--- src/rtl/sensor_spi_arbiter.sv ---
// rtl/sensor_spi_arbiter.sv - round-robin transaction arbiter sharing one SPI engine between two sensor controllers
module sensor_spi_arbiter #(
  parameter int CS_SETUP_CYCLES = 4,
  parameter int GUARD_CYCLES    = 8,
  parameter int TIMEOUT_CYCLES  = 4096
) (
  input  logic       clk,
  input  logic       rst,
  input  logic [1:0] req,
  input  logic [1:0] tx_valid,
  input  logic [7:0] tx_byte0,
  input  logic [7:0] tx_byte1,
  input  logic [1:0] tx_last,
  output logic [1:0] tx_ready,
  output logic [1:0] gnt,
  output logic [1:0] rx_valid,
  output logic [7:0] rx_byte,
  output logic [1:0] cs_n,
  output logic       spi_start,
  output logic [7:0] spi_tx,
  input  logic       spi_done,
  input  logic [7:0] spi_rx,
  output logic [1:0] timeout
);

  localparam int SW = $clog2(CS_SETUP_CYCLES + 1);
  localparam int GW = $clog2(GUARD_CYCLES + 1);
  localparam int TW = $clog2(TIMEOUT_CYCLES + 1);

  typedef enum logic [2:0] {IDLE, SETUP, XFER, BUSY, RELEASE} state_t;

  state_t        state, state_nx;
  logic          owner;        // requester holding the grant
  logic          last_served;  // round-robin pointer: loser of the next tie
  logic          last_flag;    // byte in flight ends the transaction
  logic [SW-1:0] setup_cnt;
  logic [GW-1:0] guard_cnt;
  logic [TW-1:0] idle_cnt;

  logic          win;
  logic          accept;
  logic          take_rx;
  logic          fire_timeout;
  logic [1:0]    owner_oh;
  logic          req_own;
  logic          tx_valid_own;
  logic          tx_last_own;
  logic [7:0]    tx_byte_own;

  assign owner_oh     = owner ? 2'b10 : 2'b01;
  assign req_own      = req[owner];
  assign tx_valid_own = tx_valid[owner];
  assign tx_last_own  = tx_last[owner];
  assign tx_byte_own  = owner ? tx_byte1 : tx_byte0;

  // Grant, chip selects and byte handshake follow directly from the state
  assign gnt      = (state == SETUP || state == XFER || state == BUSY) ? owner_oh : 2'b00;
  assign cs_n     = ~gnt;
  assign tx_ready = (state == XFER) ? owner_oh : 2'b00;

  // State register
  always_ff @(posedge clk or posedge rst) begin
    if (rst) state <= IDLE;
    else     state <= state_nx;
  end

  // Next-state logic, arbitration winner and single-cycle strobes
  always_comb begin
    state_nx     = state;
    accept       = 1'b0;
    take_rx      = 1'b0;
    fire_timeout = 1'b0;
    win          = ~last_served;
    if (req == 2'b01)      win = 1'b0;
    else if (req == 2'b10) win = 1'b1;
    case (state)
      IDLE:    if (req != 2'b00) state_nx = SETUP;
      SETUP:   if (setup_cnt == SW'(CS_SETUP_CYCLES - 1)) state_nx = XFER;
      XFER: begin
        if (!req_own) begin
          state_nx = RELEASE;
        end else if (tx_valid_own) begin
          accept   = 1'b1;
          state_nx = BUSY;
        end else if (idle_cnt == TW'(TIMEOUT_CYCLES - 1)) begin
          fire_timeout = 1'b1;
          state_nx     = RELEASE;
        end
      end
      BUSY: begin
        if (spi_done) begin
          take_rx  = 1'b1;
          state_nx = (last_flag || !req_own) ? RELEASE : XFER;
        end
      end
      RELEASE: if (guard_cnt == GW'(GUARD_CYCLES - 1)) state_nx = IDLE;
      default: state_nx = IDLE;
    endcase
  end

  // Datapath registers, pulse outputs, round-robin pointer and saturating counters
  always_ff @(posedge clk or posedge rst) begin
    if (rst) begin
      owner       <= 1'b0;
      last_served <= 1'b1;
      last_flag   <= 1'b0;
      spi_tx      <= 8'h00;
      spi_start   <= 1'b0;
      rx_byte     <= 8'h00;
      rx_valid    <= 2'b00;
      timeout     <= 2'b00;
      setup_cnt   <= '0;
      guard_cnt   <= '0;
      idle_cnt    <= '0;
    end else begin
      spi_start <= accept;
      rx_valid  <= take_rx ? owner_oh : 2'b00;
      timeout   <= fire_timeout ? owner_oh : 2'b00;

      if (state == IDLE && req != 2'b00) owner <= win;
      if (state == RELEASE) last_served <= owner;

      if (accept) begin
        spi_tx    <= tx_byte_own;
        last_flag <= tx_last_own;
      end
      if (take_rx) rx_byte <= spi_rx;

      if (state == SETUP) begin
        if (setup_cnt < SW'(CS_SETUP_CYCLES - 1)) setup_cnt <= setup_cnt + 1'b1;
      end else begin
        setup_cnt <= '0;
      end

      if (state == RELEASE) begin
        if (guard_cnt < GW'(GUARD_CYCLES - 1)) guard_cnt <= guard_cnt + 1'b1;
      end else begin
        guard_cnt <= '0;
      end

      // Idle time only accumulates in XFER; it survives BUSY and clears on each accepted byte
      if (state == XFER) begin
        if (tx_valid_own)                        idle_cnt <= '0;
        else if (idle_cnt != TW'(TIMEOUT_CYCLES)) idle_cnt <= idle_cnt + 1'b1;
      end else if (state == IDLE || state == RELEASE) begin
        idle_cnt <= '0;
      end
    end
  end

endmodule
--- config.mk ---
export PLATFORM = sky130hd
export DESIGN_NAME = sensor_spi_arbiter
export DESIGN_NICKNAME = d
export VERILOG_FILES = /design/src/rtl/sensor_spi_arbiter.sv
export SDC_FILE = /design/constraint.sdc
export NUM_CORES = 1
export LEC_CHECK = 0
export BUFFER_PORTS_ARGS = -buffer_cell sky130_fd_sc_hd__buf_2
export CORE_AREA = 2 2 70 72
export CTS_CLUSTER_DIAMETER = 200
export DETAILED_ROUTE_END_ITERATION = 10
export DIE_AREA = 0 0 72 74
export PLACE_DENSITY_LB_ADDON = 0.3
export SYNTH_ARGS = -nofsm -noshare
export SYNTH_HDL_FRONTEND = slang
export SYNTH_SLANG_ARGS = --single-unit
export TNS_END_PERCENT = 30
--- constraint.sdc ---
create_clock -name clk -period 2.7 [get_ports clk]
set_input_delay 0.54 -clock clk [delete_from_list [all_inputs] [get_ports clk]]
set_output_delay 0.54 -clock clk [all_outputs]
set_load 0.02 [all_outputs]
; ---- Word-level counts from Yosys, hierarchy flattened
; Index checks and enable logic that the tools add are counted.
[word_totals]
register_bits = 47
in_bits = 33
out_inout_bits = 27
wordCells = 89
[op_classes]
add_sub_neg = 3
magnitude_cmp = 3
eq_ne = 18
muxes = 40
bitwise = 2
n_reduce_logical = 11
[ops]
columns = op, n
row1 = two-way mux 13 bit, 4
row2 = two-way mux 3 bit, 10
row3 = two-way mux 1 bit, 17
row4 = one-hot mux 3 bit (5 select lines), 1
row5 = adder 13 x 1 -> 13 bit (second input constant), 1
row6 = equality test 13 x 12 -> 1 bit (second input constant), 1
row7 = inequality test 13 bit (second input constant), 1
row8 = two-way mux 2 bit, 5
row9 = equality test 3 x 2 -> 1 bit (second input constant), 3
row10 = two-way mux 4 bit, 2
row11 = two-way mux 8 bit, 1
row12 = inequality test 2 x 1 -> 1 bit (second input constant), 3
row13 = inequality test 2 bit (second input constant), 3
row14 = AND reduction 5 bit, 1
row15 = adder 4 x 1 -> 4 bit (second input constant), 1
row16 = equality test 4 x 3 -> 1 bit (second input constant), 1
row17 = logical OR 1 bit, 4
row18 = less-than comparator 4 x 3 -> 1 bit (second input constant), 1
row19 = inequality test 4 x 3 -> 1 bit (second input constant), 1
row20 = nonzero test 2 bit, 2
row21 = adder 3 x 1 -> 3 bit (second input constant), 1
row22 = equality test 3 x 1 -> 1 bit (second input constant), 1
row23 = equality test 3 bit (second input constant), 1
row24 = zero test 3 bit, 1
row25 = other kinds (10), 10

; ---- Depth between registers and ports, before layout
[logic_depth]
ltp_word = 7
ltp_mapped = 6
depth_no_buf = 6

; ---- Worst setup path after synthesis
; No wires, ideal clock.
[synth_path]
path_kind = register to register
startpoint = register state[2]
endpoint = register state[2]
setup_time_ps = 120
arrival_ps = 1779
required_time_ps = 2580
setup_slack_ps = 800
stages_incl_launch_ff = 6
n_path_buf = 1
synth_period_minus_slack_ps = 1900
path_cell_list = dfrtp_1 > buf_6 > or3b_4 > a211o_1 > o31a_1 > a41o_1
[synth_via]
elab_chain_cells = 3
word_cells_on_any_way = 12
classes_between = eq/ne (9) / mux (1) / reduce/logical (2)
[synth_rtl]
columns = element, line
row1 = start: declaration, 32  ; state_t state, state_nx;
row2 = start signal: assignment, 64  ; else state <= state_nx;
row3 = equality test 3 x 2 -> 1 bit (tied with other cells), 76  ; case (state)
row4 = inequality test 4 x 3 -> 1 bit (no source line) (tied with other cells), --
row5 = AND reduction 5 bit (no source line), --
; Several ways; a longest one is shown, not always the timed one.
; A chain may end at the register's enable or synchronous reset.

; ---- Final worst setup path
[layout_path]
startpoint = register state[1]
endpoint = register state[2]
; Same word-level chain as after synthesis.

==> out/results.tsv <==
stage	metric	value	unit
yosys	main combinational cell family by area after synthesis	simple AND/OR/NAND/NOR gates	
worst_setup_path	Worst setup EP type	register	
yosys	most frequent cells after synthesis	dfrtp_1 (46), nor2_1 (34), a21oi_1 (17), nand2_1 (14), o21ai_0 (14)	
drt	Total Wirelength	4900	µm
global_routing	vias in the first global route	1863	
yosys	Simple-Gate Fraction of Synth Area	0.173	
die	die width	72	µm
clock_network	clock sinks	47	
timing	max-slew violation count	0	
worst_setup_path	Critical Path AT	2500	ps
yosys	Post-Synth XOR/XNOR Area	0.0150	
power	VDD IR max	651	µV
timing	Slew HR	0.552	
timing	Final setup viols	0	
yosys	Compound-Gate Fraction of Synth Area	0.152	
yosys	flops & latches, synth	47	
power	Sw Pwr	1.12	mW
power	Lkg Pwr	1.36	nW
yosys	async set-reset flop share out of synthesis	1.00	
die	initial cell density of the core	0.506	
worst_hold_path	Worst Hold Class	input pin to async pin	
clock_network	CTS Buf Count	5	
yosys	multiplexer share of the synthesized area	0.0903	
drt	DRT Pass-1 Iters	4	
power	pwr/cell area	969	nW/µm²
layout	final non-filler cell total	351	
timing	Final Cycle Share	0.850	
global_routing	initial antenna violation count	0	
yosys	Adder-Cell Fraction of Synth Area	0.0269	
clock_network	clock root buffer	clkbuf_8	
worst_setup_path	CP required	2900	ps
worst_setup_path	crit path to	state[2]	
worst_setup_path	CP max FO	16	
clock_network	Worst-path clk slew	90	ps
timing	RSZ-0062 raised after global routing	false	
die	Die Height	74	µm
timing	worst-margin pin slew	672	ps
drt	routed len/inst	14.0	µm
yosys	Mapped Cells	235	
timing	setup tns final	0	ps
yosys	Seq/Total Area, Yosys	0.506	
yosys	synth unique cells	43	
die	Core Box Area	4600	µm²
global_routing	GRT overflow	0	
worst_setup_path	worst reg2reg startpoint	state[1]	
power	power share of the sequential group	0.407	
worst_setup_path	flop2flop setup slack	400	ps
timing	Max Freq	436	MHz
power	switching part of the total	0.418	
die	die area	5330	µm²
global_routing	largest net degree at the start of global routing	32	
clock_network	H-tree depth	2	
yosys	post-synth top area cell	dfrtp_1	
yosys	Mean Syn Cell Area	9.91	µm²
global_routing	first-pass GRT wire length	8090	µm
placed_design	Port Buf Inserts	59	
worst_setup_path	R2R depth	4	
yosys	Synth area leaders	dfrtp_1 (49%), nor2_1 (5.5%), mux2i_1 (5.2%)	
timing	Final min period	2300	ps
layout	final net count	334	
clock_network	setup bufs post-CTS	0	
run_status	outcome	completed	
yosys	EDFF count, synth	0	
placed_design	Placed Cells	343	
yosys	Top FF cell, synth	dfrtp_1	
placed_design	DP HPWL	3680	µm
clock_network	CTS max path bufs	2	
placed_design	Final GP Congestion	0.884	
yosys	Syn Nets	273	
drt	via count	1969	
drt	Vias per Instance	5.61	
layout	diode count	0	
clock_network	Post-CTS Hold Fix Bufs	0	
timing	Final Hold Fails	0	
worst_setup_path	worst setup path start	state[1]	
power	Logic pwr share	0.430	
clock_network	post-CTS sizing	0	
flow_run	number of max-cap violations	0	
layout	layout cells sized above 1	0.283	
power	total chip power	2.68	mW
timing	Post-Route Skew	12.2	ps
yosys	post-synth top area share	0.494	
yosys	most frequent cell after synthesis	dfrtp_1	
drt	Final ANT Viol Nets	0	
yosys	warnings from Yosys	0	
die	I/O Pins	60	
drt	DR DRC count	0	
die	floorplan row count	25	
power	internal power	1.56	mW
global_routing	Tot GR Track Use	0.194	
drt	Detailed Route Iter0 Violations	67	
worst_setup_path	Crit Path Class	register to register	
clock_network	CTS tree	built	
yosys	mapped cell area	2330	µm²
power	proportion of power drawn by the clock network	0.162	
worst_setup_path	Setup crit start kind	register	
clock_network	Worst-Skew Late Latency	310	ps
worst_setup_path	FF-to-FF End	state[2]	
layout	Area Overhead vs Synth	18.9	%
-- sequential cells by signal, summed over array words and instances, names as in the netlist --
register	cells
guard_cnt	4
state	3
spi_start	1
rx_byte	8
last_served	1
last_flag	1
timeout	2
idle_cnt	13
rx_valid	2
spi_tx	8
owner	1
setup_cnt	3
-- power groups by stage --
| stage | sequential, mW | combinational [mW] | clock, mW |
|---|---|---|---|
| global placement | 1.09 | 1.13 | 0 |
| finish | 1.09 | 1.15 | 0.435 |
| CTS | 1.09 | 1.16 | 0.445 |
| floorplan | 1.17 | 0.744 | 0 |
| global route | 1.12 | 1.26 | 0.471 |
| detailed placement | 1.10 | 1.16 | 0 |
-- per-stage QoR --
| stage | cell area, µm² | utilization | hold slack [ps] | setup slack (ps) |
|---|---|---|---|---|
| 4_1_cts | 2770 | 0.602 | 319 | 406 |
| 2_1_floorplan | 2330 | - | 461 | 800 |
| 3_5_place_dp | 2680 | 0.582 | 488 | 426 |
| 5_1_grt | 2770 | 0.602 | 364 | 277 |
| 3_3_place_gp | 2680 | 0.582 | 478 | 519 |
| 6_report | 2770 | 0.602 | 295 | 405 |
-- per-layer routing --
metal	vias up	wire length (µm)	share of wire	global-route usage
met5	-	0	0	0
met4	0	124	0.025	0.0797
met3	14	318	0.065	0.0528
met2	79	2330	0.48	0.325
met1	920	2120	0.43	0.240
li1	956	-	-	-
-- cell usage in the layout, fill, tap and decap left out, drive strengths merged, types with 2 or more instances in the layout --
master  Yosys  routed
clkbuf      4       5
inv        11      13
nand4       2       2
nor2b       3       3
buf         5      63
nor4        4       4
a32o        3       3
a31oi       2       2
a211oi      2       2
or3         2       2
nor4b       2       2
nor3        6       6
xnor2       2       2
dfrtp      46      46
nand2      14      14
ha          5       5
a21o        3       3
mux2i      12      12
a22o        5       5
o21ai      14      14
nand3      11      11
nor2       34      34
and3        2       2
mux2        8       8
a21oi      17      17
xor2        2       2
-- worst max-delay path, stage by stage, from the launching register on --
cell and delay, ps:
dfrtp_1 600, or3b_4 480, a211o_1 460, o31a_1 410
a41o_1 240
-- layout make-up --
| cell class | count | area (µm²) |
|---|---|---|
| Fill cell | 374 | 1830 |
| Sequential cell | 47 | 1180 |
| Multi-Input combinational cell | 168 | 1060 |
| Timing Repair Buffer | 63 | 325 |
| Clock buffer | 5 | 68.8 |
| Tap cell | 54 | 67.6 |
| Inverter | 11 | 41.3 |
| Clock inverter | 3 | 22.5 |
-- worst min path at each step --
stage	start	endpoint	slack, ps	cells past startpoint
5_1_grt	rst	rx_byte[6]	360	2
4_1_cts	rst	rx_byte[7]	320	2
3_3_place_gp	last_served	last_served	480	2
3_5_place_dp	rx_byte[5]	rx_byte[5]	490	1
6_report	rst	rx_byte[7]	290	2
2_1_floorplan	last_served	last_served	460	2
-- cell families after synthesis --
family                     count (synthesis)
xor gates and xnor gates                   4
muxes                                     20
buffers and inverters                     20
adders and majority gates                  5
AOI/OAI and AO/OA                         54
and+or+nand+nor                           85
DFF                                       47
Power figures use the tool's default switching activity.
